[config.mk]
export PLATFORM = sky130hd
export DESIGN_NAME = pipe_stage_buf
export DESIGN_NICKNAME = d
export VERILOG_FILES = /design/src/rtl/pipe_stage_buf_pkg.sv /design/src/rtl/pipe_slot.sv /design/src/rtl/pipe_stage_buf.sv
export SDC_FILE = /design/constraint.sdc
export NUM_CORES = 1
export LEC_CHECK = 0
export CAP_MARGIN = 20
export CORE_UTILIZATION = 49
export DETAILED_ROUTE_END_ITERATION = 8
export PLACE_DENSITY = 0.87
export SYNTH_ARGS = -nofsm -noshare
export SYNTH_HDL_FRONTEND = slang
export SYNTH_SLANG_ARGS = --single-unit
[constraint.sdc]
create_clock -name clk_i -period 4.2 [get_ports clk_i]
set_clock_uncertainty 0.15 [all_clocks]
set_input_delay 0.42 -clock clk_i [delete_from_list [all_inputs] [get_ports clk_i]]
set_output_delay 0.42 -clock clk_i [all_outputs]
set_load 0.01 [all_outputs]
[src/rtl/pipe_stage_buf_pkg.sv]
`default_nettype none
// +----------------------------------------------------------------------+
// | pipe_stage_buf_pkg : shared types and helpers for pipe_stage_buf      |
// | Revision: 1.0                                                         |
// +----------------------------------------------------------------------+
package pipe_stage_buf_pkg;

    // Upper bound on the slot count seen by the kill counter.
    localparam int unsigned MAX_SLOTS = 64;

    typedef struct packed {
        logic load;
        logic clear;
    } slot_ctrl_t;

    function automatic int unsigned count_ones(input logic [MAX_SLOTS-1:0] v);
        int unsigned n;
        n = 0;
        for (int i = 0; i < MAX_SLOTS; i++) begin
            if (v[i]) n++;
        end
        return n;
    endfunction

endpackage
`default_nettype wire

[src/rtl/pipe_slot.sv]
`default_nettype none
// +----------------------------------------------------------------------+
// | pipe_slot : one valid+data register with load / clear / hold          |
// | Revision: 1.0                                                         |
// +----------------------------------------------------------------------+
module pipe_slot
    import pipe_stage_buf_pkg::*;
#(
    parameter int WIDTH = 64
) (
    input  logic             clk,
    input  logic             rst_n,
    input  slot_ctrl_t       ctrl,
    input  logic [WIDTH-1:0] din,
    output logic             valid,
    output logic [WIDTH-1:0] dout
);

    // Load wins over clear: an item arriving replaces one leaving or killed.
    always_ff @(posedge clk or negedge rst_n) begin
        if (!rst_n) begin
            valid <= 1'b0;
            dout  <= '0;
        end else if (ctrl.load) begin
            valid <= 1'b1;
            dout  <= din;
        end else if (ctrl.clear) begin
            valid <= 1'b0;
        end
    end

endmodule
`default_nettype wire

[src/rtl/pipe_stage_buf.sv]
`default_nettype none
// +----------------------------------------------------------------------+
// | pipe_stage_buf : elastic valid/ready register chain with slot flush   |
// | Optional skid entry ahead of slot 0: define PIPE_STAGE_BUF_SKID_EN    |
// | Revision: 1.0                                                         |
// +----------------------------------------------------------------------+
module pipe_stage_buf
    import pipe_stage_buf_pkg::*;
#(
    parameter int WIDTH  = 64,
    parameter int STAGES = 1,
    parameter int CNT_W  = $clog2(STAGES + 2)
) (
    input  logic              clk_i,
    input  logic              rst_ni,
    input  logic              valid_i,
    output logic              ready_o,
    input  logic [WIDTH-1:0]  data_i,
    input  logic [STAGES-1:0] flush_i,
    output logic              valid_o,
    input  logic              ready_i,
    output logic [WIDTH-1:0]  data_o,
    output logic [CNT_W-1:0]  occupancy_o
);

    logic [STAGES-1:0] slot_valid;
    logic [STAGES-1:0] eff_flush;
    logic [STAGES-1:0] adv;
    logic [STAGES-1:0] can_load;
    logic [STAGES-1:0] killed;
    logic [WIDTH-1:0]  slot_data [STAGES];
    logic [WIDTH-1:0]  load_data [STAGES];
    slot_ctrl_t        slot_ctrl [STAGES];
    logic              downstream;
    logic              src_valid;
    logic [WIDTH-1:0]  src_data;
    logic              accept;
    logic              extra_kill;
    logic              out_xfer;
    logic [CNT_W-1:0]  occupancy;
    logic [CNT_W-1:0]  occ_next;

    // Ready/advance chain, resolved from the output slot back to slot 0.
    // A flush on the output slot is ignored while the transfer completes.
    always_comb begin
        eff_flush           = flush_i;
        eff_flush[STAGES-1] = flush_i[STAGES-1] & ~ready_i;
        adv                 = '0;
        can_load            = '0;
        downstream          = ready_i;
        for (int k = STAGES - 1; k >= 0; k--) begin
            adv[k]      = slot_valid[k] & ~eff_flush[k] & downstream;
            can_load[k] = ~slot_valid[k] | eff_flush[k] | adv[k];
            downstream  = can_load[k];
        end
        killed = slot_valid & eff_flush;
    end

`ifdef PIPE_STAGE_BUF_SKID_EN
    logic             skid_valid;
    logic [WIDTH-1:0] skid_data;

    assign ready_o    = ~skid_valid;
    assign accept     = valid_i & ~skid_valid;
    assign src_valid  = (skid_valid & ~flush_i[0]) | accept;
    assign src_data   = skid_valid ? skid_data : data_i;
    assign extra_kill = skid_valid & flush_i[0];

    // The skid entry drains into slot 0 ahead of any new input.
    always_ff @(posedge clk_i or negedge rst_ni) begin
        if (!rst_ni) begin
            skid_valid <= 1'b0;
            skid_data  <= '0;
        end else if (skid_valid) begin
            if (flush_i[0] | can_load[0]) skid_valid <= 1'b0;
        end else if (accept & ~can_load[0]) begin
            skid_valid <= 1'b1;
            skid_data  <= data_i;
        end
    end
`else
    assign ready_o    = can_load[0];
    assign accept     = valid_i & can_load[0];
    assign src_valid  = valid_i;
    assign src_data   = data_i;
    assign extra_kill = 1'b0;
`endif

    always_comb begin
        for (int k = 0; k < STAGES; k++) begin
            slot_ctrl[k].clear = adv[k] | killed[k];
            slot_ctrl[k].load  = 1'b0;
            load_data[k]       = src_data;
        end
        slot_ctrl[0].load = can_load[0] & src_valid;
        for (int k = 1; k < STAGES; k++) begin
            slot_ctrl[k].load = can_load[k] & adv[k-1];
            load_data[k]      = slot_data[k-1];
        end
    end

    for (genvar k = 0; k < STAGES; k++) begin : g_slot
        pipe_slot #(
            .WIDTH (WIDTH)
        ) u_slot (
            .clk   (clk_i),
            .rst_n (rst_ni),
            .ctrl  (slot_ctrl[k]),
            .din   (load_data[k]),
            .valid (slot_valid[k]),
            .dout  (slot_data[k])
        );
    end

    assign out_xfer = adv[STAGES-1];

    always_comb begin
        occ_next = occupancy
                 + CNT_W'(accept)
                 - CNT_W'(out_xfer)
                 - CNT_W'(count_ones(MAX_SLOTS'(killed)))
                 - CNT_W'(extra_kill);
    end

    always_ff @(posedge clk_i or negedge rst_ni) begin
        if (!rst_ni) begin
            occupancy <= '0;
        end else begin
            occupancy <= occ_next;
        end
    end

    assign valid_o     = slot_valid[STAGES-1];
    assign data_o      = slot_data[STAGES-1];
    assign occupancy_o = occupancy;

endmodule
`default_nettype wire

### Yosys cells after proc, flatten, opt, wreduce, memory -nomap -nowiden

Cells that the tools add are included.

* bits in registers: 67
* latch bits: 0
* bits in writable memories: 0
* ROM bits: 0
* output and inout bits: 68
* word-level logic and storage cells: 21
* memories: 0

* $add $sub $neg: 3
* $mul: 0
* div/mod/pow operators: 0
* order comparisons: 0
* equality and inequality tests: 0
* shifts and indexed selects: 0
* muxes and demuxes: 3
* bitwise operators: 11
* reduce and logical (&&, ||, !) cells: 1

Operator list (number)
* AND 1 bit: 5
* two-way mux 1 bit: 3
* inverter 1 bit: 3
* OR 1 bit: 3
* adder 2 x 1 -> 2 bit: 1
* nonzero test 2 bit: 1
* subtractor 2 x 1 -> 2 bit: 1
* subtractor 2 bit: 1

### Logic depth before layout (Yosys ltp)

* depth in word-level cells: 10
* mapped depth: 7

### Cells and area by module

From an unflattened synthesis, not the netlist that was laid out.

* cells, all modules: 150
* area total of the unflattened synthesis: 2757.6 um^2

Modules (own cells, without submodules)
* pipe_slot: instances 1, cells each 138, area each 2615.0 um^2, seq. area each 1626.6 um^2
* pipe_stage_buf: instances 1, cells each 12, area each 142.6 um^2, seq. area each 50.0 um^2

### Worst setup path after synthesis

Ideal clock, no wire load.

* path kind: reg-to-reg
* start: register g_slot[0].u_slot.valid
* end: register occupancy[1], in the netlist occupancy_o[1]
* arrival time: 1753 ps
* data required time: 3926 ps
* slack: 2173 ps
* cell stages (with the launch flop): 7
* period minus slack after synthesis: 2027 ps
* cells stage by stage: dfrtp_1 -> clkbuf_1 -> nand2_1 -> fa_1 -> ha_1 -> xor2_1 -> xnor2_1

* longest elaborated chain between the ends: 7
* elaborated cells between the ends (all ways): 11

Ends and longest elaborated chain
* start, declared: RTL line pipe_slot.sv:15 `output logic valid,`
* start signal, assigned: RTL line pipe_slot.sv:22 `valid <= 1'b0;`
* start signal, assigned: RTL line pipe_slot.sv:25 `valid <= 1'b1;`
* start signal, assigned: RTL line pipe_slot.sv:28 `valid <= 1'b0;`
* AND 1 bit or inverter 1 bit (tied branches): RTL line pipe_stage_buf.sv:52, pipe_stage_buf.sv:53
* AND 1 bit or OR 1 bit (tied branches): RTL line pipe_stage_buf.sv:52, pipe_stage_buf.sv:53
* OR 1 bit: RTL line pipe_stage_buf.sv:53 `can_load[k] = ~slot_valid[k] | eff_flush[k] | adv[k];`
* AND 1 bit: RTL line pipe_stage_buf.sv:83 `assign accept = valid_i & can_load[0];`
* adder 2 x 1 -> 2 bit: RTL line pipe_stage_buf.sv:119 `+ CNT_W'(accept)`
* subtractor 2 x 1 -> 2 bit: RTL line pipe_stage_buf.sv:120 `- CNT_W'(out_xfer)`
* subtractor 2 bit (*): RTL line pipe_stage_buf.sv:121 `- CNT_W'(count_ones(MAX_SLOTS'(killed)))`
* net occ_next[1]: RTL line pipe_stage_buf.sv:41 `logic [CNT_W-1:0] occ_next;`
* end signal, assigned: RTL line pipe_stage_buf.sv:129 `occupancy <= occ_next;`
* end, declared: RTL line pipe_stage_buf.sv:40 `logic [CNT_W-1:0] occupancy;`

Mark *: on every way through the listed nets, which the timed path passes. The rest lies on a longest branch.
A chain may end at the register's enable or synchronous reset.

### Worst setup path in the final report

* start: register g_slot[0].u_slot.valid
* end: output port valid_o

RTL lines
* end, declared: RTL line pipe_stage_buf.sv:20 `output logic valid_o,`

No word-level cell between the ends.

==> flow_metrics.tcl <==
set metrics [dict create \
    status "completed" \
    dieArea_um2 8140 \
    nNetsFinal 561 \
    synth_area_per_cell_um2 10.1 \
    via_per_inst 5.69 \
    place_inst 576 \
    drive_gt1_share_pct 4.87 \
    wl_per_cell_um 16.5 \
    drc 0 \
    ioPinCount 137 \
    syn_nets 450 \
    crit_type "reg -> out" \
    clockRootBuffer "clkbuf_8" \
    wirelength_mm 9.77 \
    dp_hpwl_mm 6.03 \
    first_iter_violations 320 \
    first_pass_iters 4 \
    grt_start_max_net_pins 130 \
    grt_util_all_layers_pct 24.8 \
    post_cts_resized 0 \
    worstPathRequired_ns 3.63 \
    cp_max_fo 68 \
    syn_area_um2 3810 \
    pwr_density_cell_nw_per_um2 368 \
    rsz0062_at_grt "no" \
    gp_congestion 0.757 \
    ant_nets 0 \
    yosys.cell_types.count 18 \
    yosys_warnings 0 \
    tightest_slew_ns 1.03 \
    arrival_ns 1.91 \
    die_y_um 90.2 \
    hp-class "reg -> reg" \
    die_x_um 90.2 \
    hold_viol 0 \
    grt_pass1_vias 3278 \
    vias 3367 \
    synth-seq-cells 67 \
    n_antenna_cell 0 \
    placeableCoreArea_um2 7370 \
    portBuffers 136 \
    overflow 0 \
    cts.sink_count 67 \
    setup_violations 0 \
    cts_inserted_buffers 9 \
    period_needed_ns 2.48 \
    antenna_found_initial 0 \
    cts_setup_buffers 0 \
    max_freq_mhz 402 \
    start_kind "flip-flop" \
    slew-limit-headroom_pct 31.4 \
    start_util_pct 51.7 \
    row_count 31 \
    clk_latency_ns 0.33 \
    seq_area_frac_synth_pct 44.0 \
    setup_tns_ns 0 \
    grt_pass1_wl_mm 16.3 \
    cap_violations 0 \
    crit_path_end_kind "primary output" \
    cts_tree "built" \
    finalCritPeriodShare_pct 59.2 \
    slew_viol_final 0 \
    syn_to_final_growth_pct 40.1 \
    peakVddDrop_mv 0.218 \
    cts_htree_levels 3 \
    netlist_instances 378 \
    cts_buffer_depth 2 \
    hold_buffers 1 \
    clkTransAtPathRegs_ns 0.07 \
    final_cells 592 \
    p_leak_uw 0.00201 \
]
[final timing paths]
| path | depth (start not counted) | slack [ns] | to | startpoint |
|---|---|---|---|---|
| min | 1 | 0.36 | occupancy_o[1] | occupancy_o[1] |
| max reg2reg | 6 | 1.79 | occupancy_o[1] | g_slot[0].u_slot.valid |
| min in group asynchronous | 2 | 0.51 | g_slot[0].u_slot.dout[62] | rst_ni |
| max in group asynchronous | 3 | 2.41 | g_slot[0].u_slot.dout[24] | rst_ni |
| min reg2reg | 1 | 0.36 | occupancy_o[1] | occupancy_o[1] |
| max | 2 | 1.72 | valid_o | g_slot[0].u_slot.valid |
[layout by cell type, fill, tap and decap left out, drive strengths merged]
cell	instances
o21ai	1
clkbuf	13
xor2	1
dlygate4sd3	1
clkdlybuf4s50	132
buf	9
fa	1
nor2	1
clkinv	1
o211ai	64
inv	2
bufinv	1
dfrtp	67
nor3b	1
nand2b	64
nand2	66
nand4bb	64
xnor2	1
ha	2
nand3b	1
[logic make-up (layout without fill, tap and decap cells)]
family / after synthesis / count (layout) / synth area share, %
buf+inv: 44 / 159 / 5.12
xor+xnor: 2 / 2 / 0.460
flops: 67 / 67 / 44.0
fa+ha+maj: 3 / 3 / 1.18
simple gates: 197 / 197 / 36.5
compound gates: 65 / 65 / 12.7
[metrics by stage]
stage	instance area [um2]	hold slack, ns	power, uW	worst slack, ns	utilization, %
6_report	5340	0.360	1970	1.72	72.5
5_1_grt	5340	0.381	2070	1.62	72.5
4_1_cts	5340	0.367	1990	1.70	72.5
3_5_place_dp	5140	0.353	1440	1.75	69.7
3_3_place_gp	5140	0.342	1420	1.80	69.7
2_1_floorplan	3810	-0.0256	1100	2.17	-
[metal layers]
layer | track usage (%) | vias to the layer above | wire length, um
met1 | 35.6 | 1643 | 4470
met3 | 4.74 | 13 | 585
met4 | 9.41 | 0 | 157
met2 | 37.1 | 128 | 4560
met5 | 0 | - | 0
li1 | - | 1583 | -
[cell usage after synthesis]
master	instances	area share, %
dfrtp_1	67	44
nand2_1	66	6.5
nand2b_1	64	11
nand4bb_1	64	19
o211ai_1	64	13
clkbuf_1	26	2.6
buf_2	11	1.4
buf_4	4	0.79
ha_1	2	0.66
inv_1	2	0.20
clkbuf_2	1	0.13
fa_1	1	0.53
nand3b_1	1	0.20
nor2_1	1	0.098
nor3b_2	1	0.33
o21ai_0	1	0.13
xnor2_1	1	0.23
xor2_1	1	0.23
[area by class of cell]
class,instances,area [um2]
Clock buffer,13,159
Multi-Input combinational cell,267,1950
Clock inverter,2,35.0
Tap cell,99,124
Timing Repair Buffer,142,1390
Sequential cell,67,1680
Inverter,2,7.51
Fill cell,520,2030
[power by group]
part | switching (uW) | total [uW] | internal, uW | leakage (uW)
Clock | 231 | 535 | 303 | 0.0000995
Combinational | 256 | 595 | 339 | 0.00110
Sequential | 88.9 | 836 | 747 | 0.000807
Total | 576 | 1970 | 1390 | 0.00201
[critical path: stages (launching register included)]
cell and delay (ns):
dfrtp_2 0.35, buf_4 0.55, clkdlybuf4s50_1 0.67
[registers in the layout, summed over array words and instances, names as in the netlist]
name and cells:
g_slot.u_slot.valid 1, occupancy_o 2, g_slot.u_slot.dout 64
Note: power is estimated with default switching activity, not from simulation.
